===== config.mk =====
export PLATFORM = sky130hd
export DESIGN_NAME = axi_store_writer_flat
export DESIGN_NICKNAME = d
export VERILOG_FILES = /design/src/rtl/axi_store_writer_pkg.sv /design/src/rtl/axi_store_writer_if.sv /design/src/rtl/axi_store_writer_lane_align.sv /design/src/rtl/axi_store_writer.sv /design/src/flat_wrapper.sv
export SDC_FILE = /design/constraint.sdc
export NUM_CORES = 1
export LEC_CHECK = 0
export BUFFER_PORTS_ARGS = -buffer_cell sky130_fd_sc_hd__buf_2
export CORE_MARGIN = 4
export CORE_UTILIZATION = 51
export DETAILED_ROUTE_END_ITERATION = 8
export PLACE_DENSITY = 0.89
export SETUP_SLACK_MARGIN = 0.2
export SYNTH_ARGS = -nofsm -noshare
export SYNTH_HDL_FRONTEND = slang
export SYNTH_SLANG_ARGS = --single-unit

===== constraint.sdc =====
create_clock -name clk -period 8.12 [get_ports clk]
set_clock_uncertainty 0.2 [all_clocks]
set_input_delay 1.218 -clock clk [delete_from_list [all_inputs] [get_ports clk]]
set_output_delay 1.218 -clock clk [all_outputs]
set_load 0.01 [all_outputs]

===== src/rtl/axi_store_writer_pkg.sv =====
// AXI4 encodings and store-size helpers shared by the decode, memory and cache write paths.
package axi_store_writer_pkg;

  localparam logic [1:0] AXI_BURST_INCR = 2'b01;

  localparam logic [1:0] AXI_RESP_OKAY   = 2'b00;
  localparam logic [1:0] AXI_RESP_EXOKAY = 2'b01;
  localparam logic [1:0] AXI_RESP_SLVERR = 2'b10;
  localparam logic [1:0] AXI_RESP_DECERR = 2'b11;

  localparam logic [2:0] AXI_SIZE_1B = 3'd0;
  localparam logic [2:0] AXI_SIZE_2B = 3'd1;
  localparam logic [2:0] AXI_SIZE_4B = 3'd2;
  localparam logic [2:0] AXI_SIZE_8B = 3'd3;

  localparam logic [7:0] AXI_LEN_SINGLE = 8'd0;

  typedef enum logic [1:0] {
    SIZE_BYTE   = 2'd0,
    SIZE_HALF   = 2'd1,
    SIZE_WORD   = 2'd2,
    SIZE_DOUBLE = 2'd3
  } store_size_t;

  function automatic logic [7:0] strb_mask(store_size_t size);
    logic [7:0] mask;
    case (size)
      SIZE_BYTE:   mask = 8'h01;
      SIZE_HALF:   mask = 8'h03;
      SIZE_WORD:   mask = 8'h0F;
      default:     mask = 8'hFF;
    endcase
    return mask;
  endfunction

  // Natural alignment: low size bits of the address must be zero.
  function automatic logic is_misaligned(logic [2:0] addr_lo, store_size_t size);
    logic mis;
    case (size)
      SIZE_BYTE:   mis = 1'b0;
      SIZE_HALF:   mis = addr_lo[0];
      SIZE_WORD:   mis = |addr_lo[1:0];
      default:     mis = |addr_lo;
    endcase
    return mis;
  endfunction

endpackage


===== src/rtl/axi_store_writer_if.sv =====
// Store request/done handshake plus the AXI4 AW/W/B channels of the store initiator.
interface axi_store_writer_if #(
  parameter int ID_WIDTH   = 13,
  parameter int ADDR_WIDTH = 64,
  parameter int DATA_WIDTH = 64,
  parameter int STRB_WIDTH = DATA_WIDTH / 8
);
  import axi_store_writer_pkg::*;

  logic                  req_valid;
  logic                  req_ready;
  logic [ADDR_WIDTH-1:0] req_addr;
  logic [DATA_WIDTH-1:0] req_data;
  store_size_t           req_size;
  logic                  done_valid;
  logic                  done_err;
  logic                  busy;

  logic [ID_WIDTH-1:0]   m_axi_awid;
  logic [ADDR_WIDTH-1:0] m_axi_awaddr;
  logic [7:0]            m_axi_awlen;
  logic [2:0]            m_axi_awsize;
  logic [1:0]            m_axi_awburst;
  logic                  m_axi_awlock;
  logic [3:0]            m_axi_awcache;
  logic [2:0]            m_axi_awprot;
  logic                  m_axi_awvalid;
  logic                  m_axi_awready;

  logic [DATA_WIDTH-1:0] m_axi_wdata;
  logic [STRB_WIDTH-1:0] m_axi_wstrb;
  logic                  m_axi_wlast;
  logic                  m_axi_wvalid;
  logic                  m_axi_wready;

  logic [ID_WIDTH-1:0]   m_axi_bid;
  logic [1:0]            m_axi_bresp;
  logic                  m_axi_bvalid;
  logic                  m_axi_bready;

  modport master (
    input  req_valid, req_addr, req_data, req_size,
    output req_ready, done_valid, done_err, busy,
    output m_axi_awid, m_axi_awaddr, m_axi_awlen, m_axi_awsize, m_axi_awburst,
           m_axi_awlock, m_axi_awcache, m_axi_awprot, m_axi_awvalid,
    input  m_axi_awready,
    output m_axi_wdata, m_axi_wstrb, m_axi_wlast, m_axi_wvalid,
    input  m_axi_wready,
    input  m_axi_bid, m_axi_bresp, m_axi_bvalid,
    output m_axi_bready
  );

  modport slave (
    output req_valid, req_addr, req_data, req_size,
    input  req_ready, done_valid, done_err, busy,
    input  m_axi_awid, m_axi_awaddr, m_axi_awlen, m_axi_awsize, m_axi_awburst,
           m_axi_awlock, m_axi_awcache, m_axi_awprot, m_axi_awvalid,
    output m_axi_awready,
    input  m_axi_wdata, m_axi_wstrb, m_axi_wlast, m_axi_wvalid,
    output m_axi_wready,
    output m_axi_bid, m_axi_bresp, m_axi_bvalid,
    input  m_axi_bready
  );

endinterface


===== src/rtl/axi_store_writer_lane_align.sv =====
// Places a right-aligned store onto 64-bit byte lanes; purely combinational, zero latency.
module axi_store_writer_lane_align
  import axi_store_writer_pkg::*;
(
  input  logic [2:0]  addr_lo,
  input  store_size_t size,
  input  logic [63:0] data,
  output logic [7:0]  wstrb,
  output logic [63:0] wdata,
  output logic        misaligned
);

  assign wstrb      = strb_mask(size) << addr_lo;
  assign wdata      = data << {addr_lo, 3'b000};
  assign misaligned = is_misaligned(addr_lo, size);

endmodule


===== src/rtl/axi_store_writer.sv =====
// Single-beat AXI4 store initiator: done pulse 3 cycles after acceptance with a zero-wait slave.
// Backpressure: req_ready only in IDLE; AW/W valids are held with stable payload until their handshake.
module axi_store_writer
  import axi_store_writer_pkg::*;
#(
  parameter int ID_WIDTH   = 13,
  parameter int ADDR_WIDTH = 64,
  parameter int DATA_WIDTH = 64,
  parameter int STRB_WIDTH = DATA_WIDTH / 8,
  parameter int WRITE_ID   = 1
) (
  input  logic              clk,
  input  logic              reset,
  axi_store_writer_if.master bus
);

  typedef enum logic [1:0] {
    ST_IDLE,
    ST_SEND,
    ST_WAIT_B,
    ST_DONE
  } state_t;

  localparam logic [ID_WIDTH-1:0] AWID = ID_WIDTH'(WRITE_ID);

  state_t                state;
  logic [ADDR_WIDTH-1:0] awaddr_q;
  logic [2:0]            awsize_q;
  logic [DATA_WIDTH-1:0] wdata_q;
  logic [STRB_WIDTH-1:0] wstrb_q;
  logic                  awvalid_q;
  logic                  wvalid_q;
  logic                  bready_q;
  logic                  aw_done;
  logic                  w_done;
  logic                  done_valid_q;
  logic                  done_err_q;

  logic [7:0]            lane_strb;
  logic [63:0]           lane_data;
  logic                  lane_misaligned;
  logic                  aw_hs;
  logic                  w_hs;
  logic                  b_hs;

  axi_store_writer_lane_align u_lane_align (
    .addr_lo    (bus.req_addr[2:0]),
    .size       (bus.req_size),
    .data       (bus.req_data),
    .wstrb      (lane_strb),
    .wdata      (lane_data),
    .misaligned (lane_misaligned)
  );

  assign aw_hs = awvalid_q && bus.m_axi_awready;
  assign w_hs  = wvalid_q && bus.m_axi_wready;
  assign b_hs  = bready_q && bus.m_axi_bvalid;

  always_ff @(posedge clk or posedge reset) begin
    if (reset) begin
      state        <= ST_IDLE;
      awaddr_q     <= '0;
      awsize_q     <= '0;
      wdata_q      <= '0;
      wstrb_q      <= '0;
      awvalid_q    <= 1'b0;
      wvalid_q     <= 1'b0;
      bready_q     <= 1'b0;
      aw_done      <= 1'b0;
      w_done       <= 1'b0;
      done_valid_q <= 1'b0;
      done_err_q   <= 1'b0;
    end else begin
      done_valid_q <= 1'b0;
      done_err_q   <= 1'b0;
      case (state)
        ST_IDLE: begin
          if (bus.req_valid) begin
            awaddr_q <= bus.req_addr;
            awsize_q <= {1'b0, bus.req_size};
            wdata_q  <= lane_data;
            wstrb_q  <= lane_strb;
            aw_done  <= 1'b0;
            w_done   <= 1'b0;
            // Misaligned stores complete with an error without touching the bus.
            if (lane_misaligned) begin
              state        <= ST_DONE;
              done_valid_q <= 1'b1;
              done_err_q   <= 1'b1;
            end else begin
              state     <= ST_SEND;
              awvalid_q <= 1'b1;
              wvalid_q  <= 1'b1;
            end
          end
        end
        ST_SEND: begin
          if (aw_hs) begin
            awvalid_q <= 1'b0;
            aw_done   <= 1'b1;
          end
          if (w_hs) begin
            wvalid_q <= 1'b0;
            w_done   <= 1'b1;
          end
          if ((aw_done || aw_hs) && (w_done || w_hs)) begin
            state    <= ST_WAIT_B;
            bready_q <= 1'b1;
          end
        end
        ST_WAIT_B: begin
          if (b_hs) begin
            bready_q     <= 1'b0;
            state        <= ST_DONE;
            done_valid_q <= 1'b1;
            done_err_q   <= (bus.m_axi_bresp != AXI_RESP_OKAY) || (bus.m_axi_bid != AWID);
          end
        end
        default: begin
          state <= ST_IDLE;
        end
      endcase
    end
  end

  assign bus.req_ready  = (state == ST_IDLE);
  assign bus.busy       = (state != ST_IDLE);
  assign bus.done_valid = done_valid_q;
  assign bus.done_err   = done_err_q;

  assign bus.m_axi_awid    = AWID;
  assign bus.m_axi_awaddr  = awaddr_q;
  assign bus.m_axi_awlen   = AXI_LEN_SINGLE;
  assign bus.m_axi_awsize  = awsize_q;
  assign bus.m_axi_awburst = AXI_BURST_INCR;
  assign bus.m_axi_awlock  = 1'b0;
  assign bus.m_axi_awcache = 4'd0;
  assign bus.m_axi_awprot  = 3'd0;
  assign bus.m_axi_awvalid = awvalid_q;

  assign bus.m_axi_wdata  = wdata_q;
  assign bus.m_axi_wstrb  = wstrb_q;
  assign bus.m_axi_wlast  = wvalid_q;
  assign bus.m_axi_wvalid = wvalid_q;

  assign bus.m_axi_bready = bready_q;

endmodule


===== src/flat_wrapper.sv =====
// flat-port wrapper written by rule: the top's interface ports become plain ports
module axi_store_writer_flat import axi_store_writer_pkg::*;
#(
  parameter int ID_WIDTH   = 13,
  parameter int ADDR_WIDTH = 64,
  parameter int DATA_WIDTH = 64,
  parameter int STRB_WIDTH = DATA_WIDTH / 8,
  parameter int WRITE_ID   = 1
)
  (clk, reset, bus_req_valid, bus_req_addr, bus_req_data, bus_req_size, bus_req_ready, bus_done_valid, bus_done_err, bus_busy, bus_m_axi_awid, bus_m_axi_awaddr, bus_m_axi_awlen, bus_m_axi_awsize, bus_m_axi_awburst, bus_m_axi_awlock, bus_m_axi_awcache, bus_m_axi_awprot, bus_m_axi_awvalid, bus_m_axi_awready, bus_m_axi_wdata, bus_m_axi_wstrb, bus_m_axi_wlast, bus_m_axi_wvalid, bus_m_axi_wready, bus_m_axi_bid, bus_m_axi_bresp, bus_m_axi_bvalid, bus_m_axi_bready);
  axi_store_writer_if #(.ID_WIDTH(ID_WIDTH), .ADDR_WIDTH(ADDR_WIDTH), .DATA_WIDTH(DATA_WIDTH), .STRB_WIDTH(STRB_WIDTH)) bus_i ();
  input  logic clk;
  input  logic reset;
  input wire logic [$bits(bus_i.req_valid)-1:0] bus_req_valid;
  input wire logic [$bits(bus_i.req_addr)-1:0] bus_req_addr;
  input wire logic [$bits(bus_i.req_data)-1:0] bus_req_data;
  input wire logic [$bits(bus_i.req_size)-1:0] bus_req_size;
  output wire logic [$bits(bus_i.req_ready)-1:0] bus_req_ready;
  output wire logic [$bits(bus_i.done_valid)-1:0] bus_done_valid;
  output wire logic [$bits(bus_i.done_err)-1:0] bus_done_err;
  output wire logic [$bits(bus_i.busy)-1:0] bus_busy;
  output wire logic [$bits(bus_i.m_axi_awid)-1:0] bus_m_axi_awid;
  output wire logic [$bits(bus_i.m_axi_awaddr)-1:0] bus_m_axi_awaddr;
  output wire logic [$bits(bus_i.m_axi_awlen)-1:0] bus_m_axi_awlen;
  output wire logic [$bits(bus_i.m_axi_awsize)-1:0] bus_m_axi_awsize;
  output wire logic [$bits(bus_i.m_axi_awburst)-1:0] bus_m_axi_awburst;
  output wire logic [$bits(bus_i.m_axi_awlock)-1:0] bus_m_axi_awlock;
  output wire logic [$bits(bus_i.m_axi_awcache)-1:0] bus_m_axi_awcache;
  output wire logic [$bits(bus_i.m_axi_awprot)-1:0] bus_m_axi_awprot;
  output wire logic [$bits(bus_i.m_axi_awvalid)-1:0] bus_m_axi_awvalid;
  input wire logic [$bits(bus_i.m_axi_awready)-1:0] bus_m_axi_awready;
  output wire logic [$bits(bus_i.m_axi_wdata)-1:0] bus_m_axi_wdata;
  output wire logic [$bits(bus_i.m_axi_wstrb)-1:0] bus_m_axi_wstrb;
  output wire logic [$bits(bus_i.m_axi_wlast)-1:0] bus_m_axi_wlast;
  output wire logic [$bits(bus_i.m_axi_wvalid)-1:0] bus_m_axi_wvalid;
  input wire logic [$bits(bus_i.m_axi_wready)-1:0] bus_m_axi_wready;
  input wire logic [$bits(bus_i.m_axi_bid)-1:0] bus_m_axi_bid;
  input wire logic [$bits(bus_i.m_axi_bresp)-1:0] bus_m_axi_bresp;
  input wire logic [$bits(bus_i.m_axi_bvalid)-1:0] bus_m_axi_bvalid;
  output wire logic [$bits(bus_i.m_axi_bready)-1:0] bus_m_axi_bready;
  assign bus_i.req_valid = bus_req_valid;
  assign bus_i.req_addr = bus_req_addr;
  assign bus_i.req_data = bus_req_data;
  assign bus_i.req_size = bus_req_size;
  assign bus_req_ready = bus_i.req_ready;
  assign bus_done_valid = bus_i.done_valid;
  assign bus_done_err = bus_i.done_err;
  assign bus_busy = bus_i.busy;
  assign bus_m_axi_awid = bus_i.m_axi_awid;
  assign bus_m_axi_awaddr = bus_i.m_axi_awaddr;
  assign bus_m_axi_awlen = bus_i.m_axi_awlen;
  assign bus_m_axi_awsize = bus_i.m_axi_awsize;
  assign bus_m_axi_awburst = bus_i.m_axi_awburst;
  assign bus_m_axi_awlock = bus_i.m_axi_awlock;
  assign bus_m_axi_awcache = bus_i.m_axi_awcache;
  assign bus_m_axi_awprot = bus_i.m_axi_awprot;
  assign bus_m_axi_awvalid = bus_i.m_axi_awvalid;
  assign bus_i.m_axi_awready = bus_m_axi_awready;
  assign bus_m_axi_wdata = bus_i.m_axi_wdata;
  assign bus_m_axi_wstrb = bus_i.m_axi_wstrb;
  assign bus_m_axi_wlast = bus_i.m_axi_wlast;
  assign bus_m_axi_wvalid = bus_i.m_axi_wvalid;
  assign bus_i.m_axi_wready = bus_m_axi_wready;
  assign bus_i.m_axi_bid = bus_m_axi_bid;
  assign bus_i.m_axi_bresp = bus_m_axi_bresp;
  assign bus_i.m_axi_bvalid = bus_m_axi_bvalid;
  assign bus_m_axi_bready = bus_i.m_axi_bready;
  axi_store_writer #(.ID_WIDTH(ID_WIDTH), .ADDR_WIDTH(ADDR_WIDTH), .DATA_WIDTH(DATA_WIDTH), .STRB_WIDTH(STRB_WIDTH), .WRITE_ID(WRITE_ID)) u_core (.clk(clk), .reset(reset), .bus(bus_i));
endmodule

==> impl_metrics.env <==
export IMPL_globalplace_congestion=0.924
export IMPL_drive_gt1_share_pct=46.8
export IMPL_die_w_um=128
export IMPL_grt_total_usage_pct=26.3
export IMPL_critPathRequiredTime_ns=8.22
export IMPL_grt_max_degree=104
export IMPL_dr_first_iter_drc_count=656
export IMPL_cts_sink_count=147
export IMPL_multiInputGateArea_sq_um=3260
export IMPL_critPathCaptureType="register"
export IMPL_period_share_pct=38.2
export IMPL_start_util_pct=52.5
export IMPL_p_total_mw=3.30
export IMPL_vias=6159
export IMPL_dp_hpwl_mm=16.4
export IMPL_critPathKind="in2reg"
export IMPL_ctsHoldBuffers=0
export IMPL_viasPerCell=5.71
export IMPL_fp_row_count=43
export IMPL_finalMaxSlewViolations=0
export IMPL_grt_pass1_vias=5805
export IMPL_post_cts_buffers=0
export IMPL_r2r_slack_ns=5.22
export IMPL_ios=329
export IMPL_worst_pin_slew_ns=1.04
export IMPL_hold_path_class="reg2reg"
export IMPL_ys_ff_latch=147
export IMPL_die_h_um=128
export IMPL_synth_top_area_share_pct=50.1
export IMPL_cts_clk_slew_worst_paths_ns=0.06
export IMPL_finalCriticalPeriod_ns=3.10
export IMPL_synth_common_cells="dfrtp_1, mux2_2, nand2_1"
export IMPL_power_leakage_nw=4.72
export IMPL_core_area_sq_um=14000
export IMPL_maxCapViolCount=0
export IMPL_yosysMostFrequentCell="dfrtp_1"
export IMPL_slew_headroom_pct=30.5
export IMPL_irDropWorstVdd_uv=275
export IMPL_grt_pass1_wl_mm=33.1
export IMPL_yosys_area_top_type="dfrtp_1"
export IMPL_powerDensity_nw_per_um2=355
export IMPL_ant_nets=0
export IMPL_htree_levels=4
export IMPL_grt_ovfl_total=0
export IMPL_setup_violations=0
export IMPL_synthFlopType="dfrtp_1"
export IMPL_fillers=1099
export IMPL_root_buffer="clkbuf_16"
export IMPL_ys_top_cells_by_area="dfrtp_1, mux2_2, mux4_2, mux2i_1, buf_4"
export IMPL_cts_buffers=17
export IMPL_wl_per_cell_um=20.5
export IMPL_hold_violations=0
export IMPL_clock_latency_ns=0.42
export IMPL_antenna_found_initial=3
export IMPL_synth_edff_count=0
export IMPL_rsz0062_at_grt="no"
export IMPL_yosysSeqAreaShare_pct=50.1
export IMPL_cts_tree="done"
export IMPL_io_buffers=296
export IMPL_drc=0
export IMPL_status="completed"
export IMPL_async_flop_share_pct=100
export IMPL_cts_repair_resized=0
export IMPL_nets=1037
export IMPL_synthCells=614
export IMPL_dr_pass1_iters=7
export IMPL_netlist_area_sq_um=7340
export IMPL_max_freq_ghz=0.322
export IMPL_cp_data_arrival_time_ns=3.20
export IMPL_area_delta_synth_final_pct=26.7
export IMPL_cp_start_kind="primary input"
export IMPL_syn_avg_cell_area_sq_um=11.9
export IMPL_clockBufferDepth=2
export IMPL_cp_max_fo=82
export IMPL_tns_ns=0
export IMPL_totalWireLength_mm=22.0
export IMPL_yosysUniqueCellTypes=48
export IMPL_yosys_warnings=0
export IMPL_seq_area_sq_um=3680
export IMPL_die_area_sq_um=16400
-- cells in the final DEF, fill, tap and decap left out, drive strengths merged, types with 17 or more instances in the layout --
cell type and n:
mux2i 32, o21ai 30, clkbuf 20, mux2 66, conb 32, dfrtp 147
a22o 25, buf 300, nand2 51, nor2b 17
-- power breakdown --
group	total (mW)	leakage, nW	internal [mW]	switching [mW]
registers	1.26	1.83	1.07	0.190
clock network	0.769	0.276	0.461	0.308
logic	1.28	2.61	0.596	0.680
total	3.30	4.72	2.13	1.18
-- worst max-delay path, cell delays in order --
cell	delay, ns
buf_4	0.78
nor2b_1	0.41
o2bb2ai_1	0.26
and3_1	0.24
a221o_1	0.26
-- registers in the layout, summed over array words and instances (netlist names) --
name                      cells
u_core.bus.m_axi_wdata       64
u_core.bus.m_axi_awvalid      1
u_core.bus.m_axi_wstrb        8
u_core.bus.done_valid         1
u_core.bus.m_axi_awsize       2
u_core.bus.m_axi_bready       1
u_core.bus.m_axi_wlast        1
u_core.aw_done                1
u_core.w_done                 1
u_core.state                  2
u_core.bus.m_axi_awaddr      64
u_core.bus.done_err           1
-- worst paths after layout --
| kind | start | end | depth (start not counted) |
|---|---|---|---|
| min in group asynchronous | reset | u_core.bus.m_axi_awaddr[49]$_DFFE_PP0P_ | 2 |
| hold / removal | u_core.bus.m_axi_wstrb[7]$_DFFE_PP0P_ | u_core.bus.m_axi_wstrb[7]$_DFFE_PP0P_ | 2 |
| max in group asynchronous | reset | u_core.bus.m_axi_wdata[62]$_DFFE_PP0P_ | 3 |
| setup reg to reg | u_core.state[0]$_DFFE_PP0P_ | u_core.bus.m_axi_wstrb[6]$_DFFE_PP0P_ | 7 |
| setup / recovery | bus_req_addr[0] | u_core.bus.m_axi_wdata[52]$_DFFE_PP0P_ | 5 |
| hold reg to reg | u_core.bus.m_axi_wstrb[7]$_DFFE_PP0P_ | u_core.bus.m_axi_wstrb[7]$_DFFE_PP0P_ | 2 |
-- kinds of logic (layout without fill, tap and decap cells) --
group / after synthesis / count (layout) / synth area share [%]
DFF: 147 / 147 / 50.1
AOI/OAI and AO/OA: 141 / 141 / 14.5
and+or+nand+nor: 119 / 119 / 8.12
muxes: 114 / 114 / 19.4
buffers and inverters: 87 / 338 / 7.08
adders and majority gates: 4 / 4 / 0.682
other: 2 / 35 / 0.102
-- stage by stage --
step / hold WS, ns / std cells / cell area [sq um] / setup slack (ns) / util [%]
2_1_floorplan: 0.300 / 644 / 7450 / 2.75 / -
3_3_place_gp: 0.255 / 1043 / 8710 / 4.71 / 62.3
3_5_place_dp: 0.269 / 1043 / 8710 / 4.63 / 62.3
4_1_cts: 0.285 / 1075 / 9290 / 5.03 / 66.4
5_1_grt: 0.308 / 1078 / 9300 / 4.90 / 66.4
6_report: 0.276 / 1078 / 9300 / 5.02 / 66.4
-- layer usage --
layer	GRT usage, %	vias to the layer above	part of all wire, %
li1	-	2753	-
met1	35.6	3010	40
met2	39.4	347	47
met3	7.88	49	10
met4	11.4	0	2.9
met5	0	-	0
-- layout make-up --
cell class / count / share of cell area (%)
diodes: 3 / 0.0808
clock buffers: 20 / 4.81
multi-input cells: 410 / 35.1
clock inverters: 12 / 1.43
well taps: 180 / 2.42
inverters: 6 / 0.296
repair buffers: 300 / 16.3
flip-flops and latches: 147 / 39.6
Note: power is estimated with default switching activity, not from simulation.
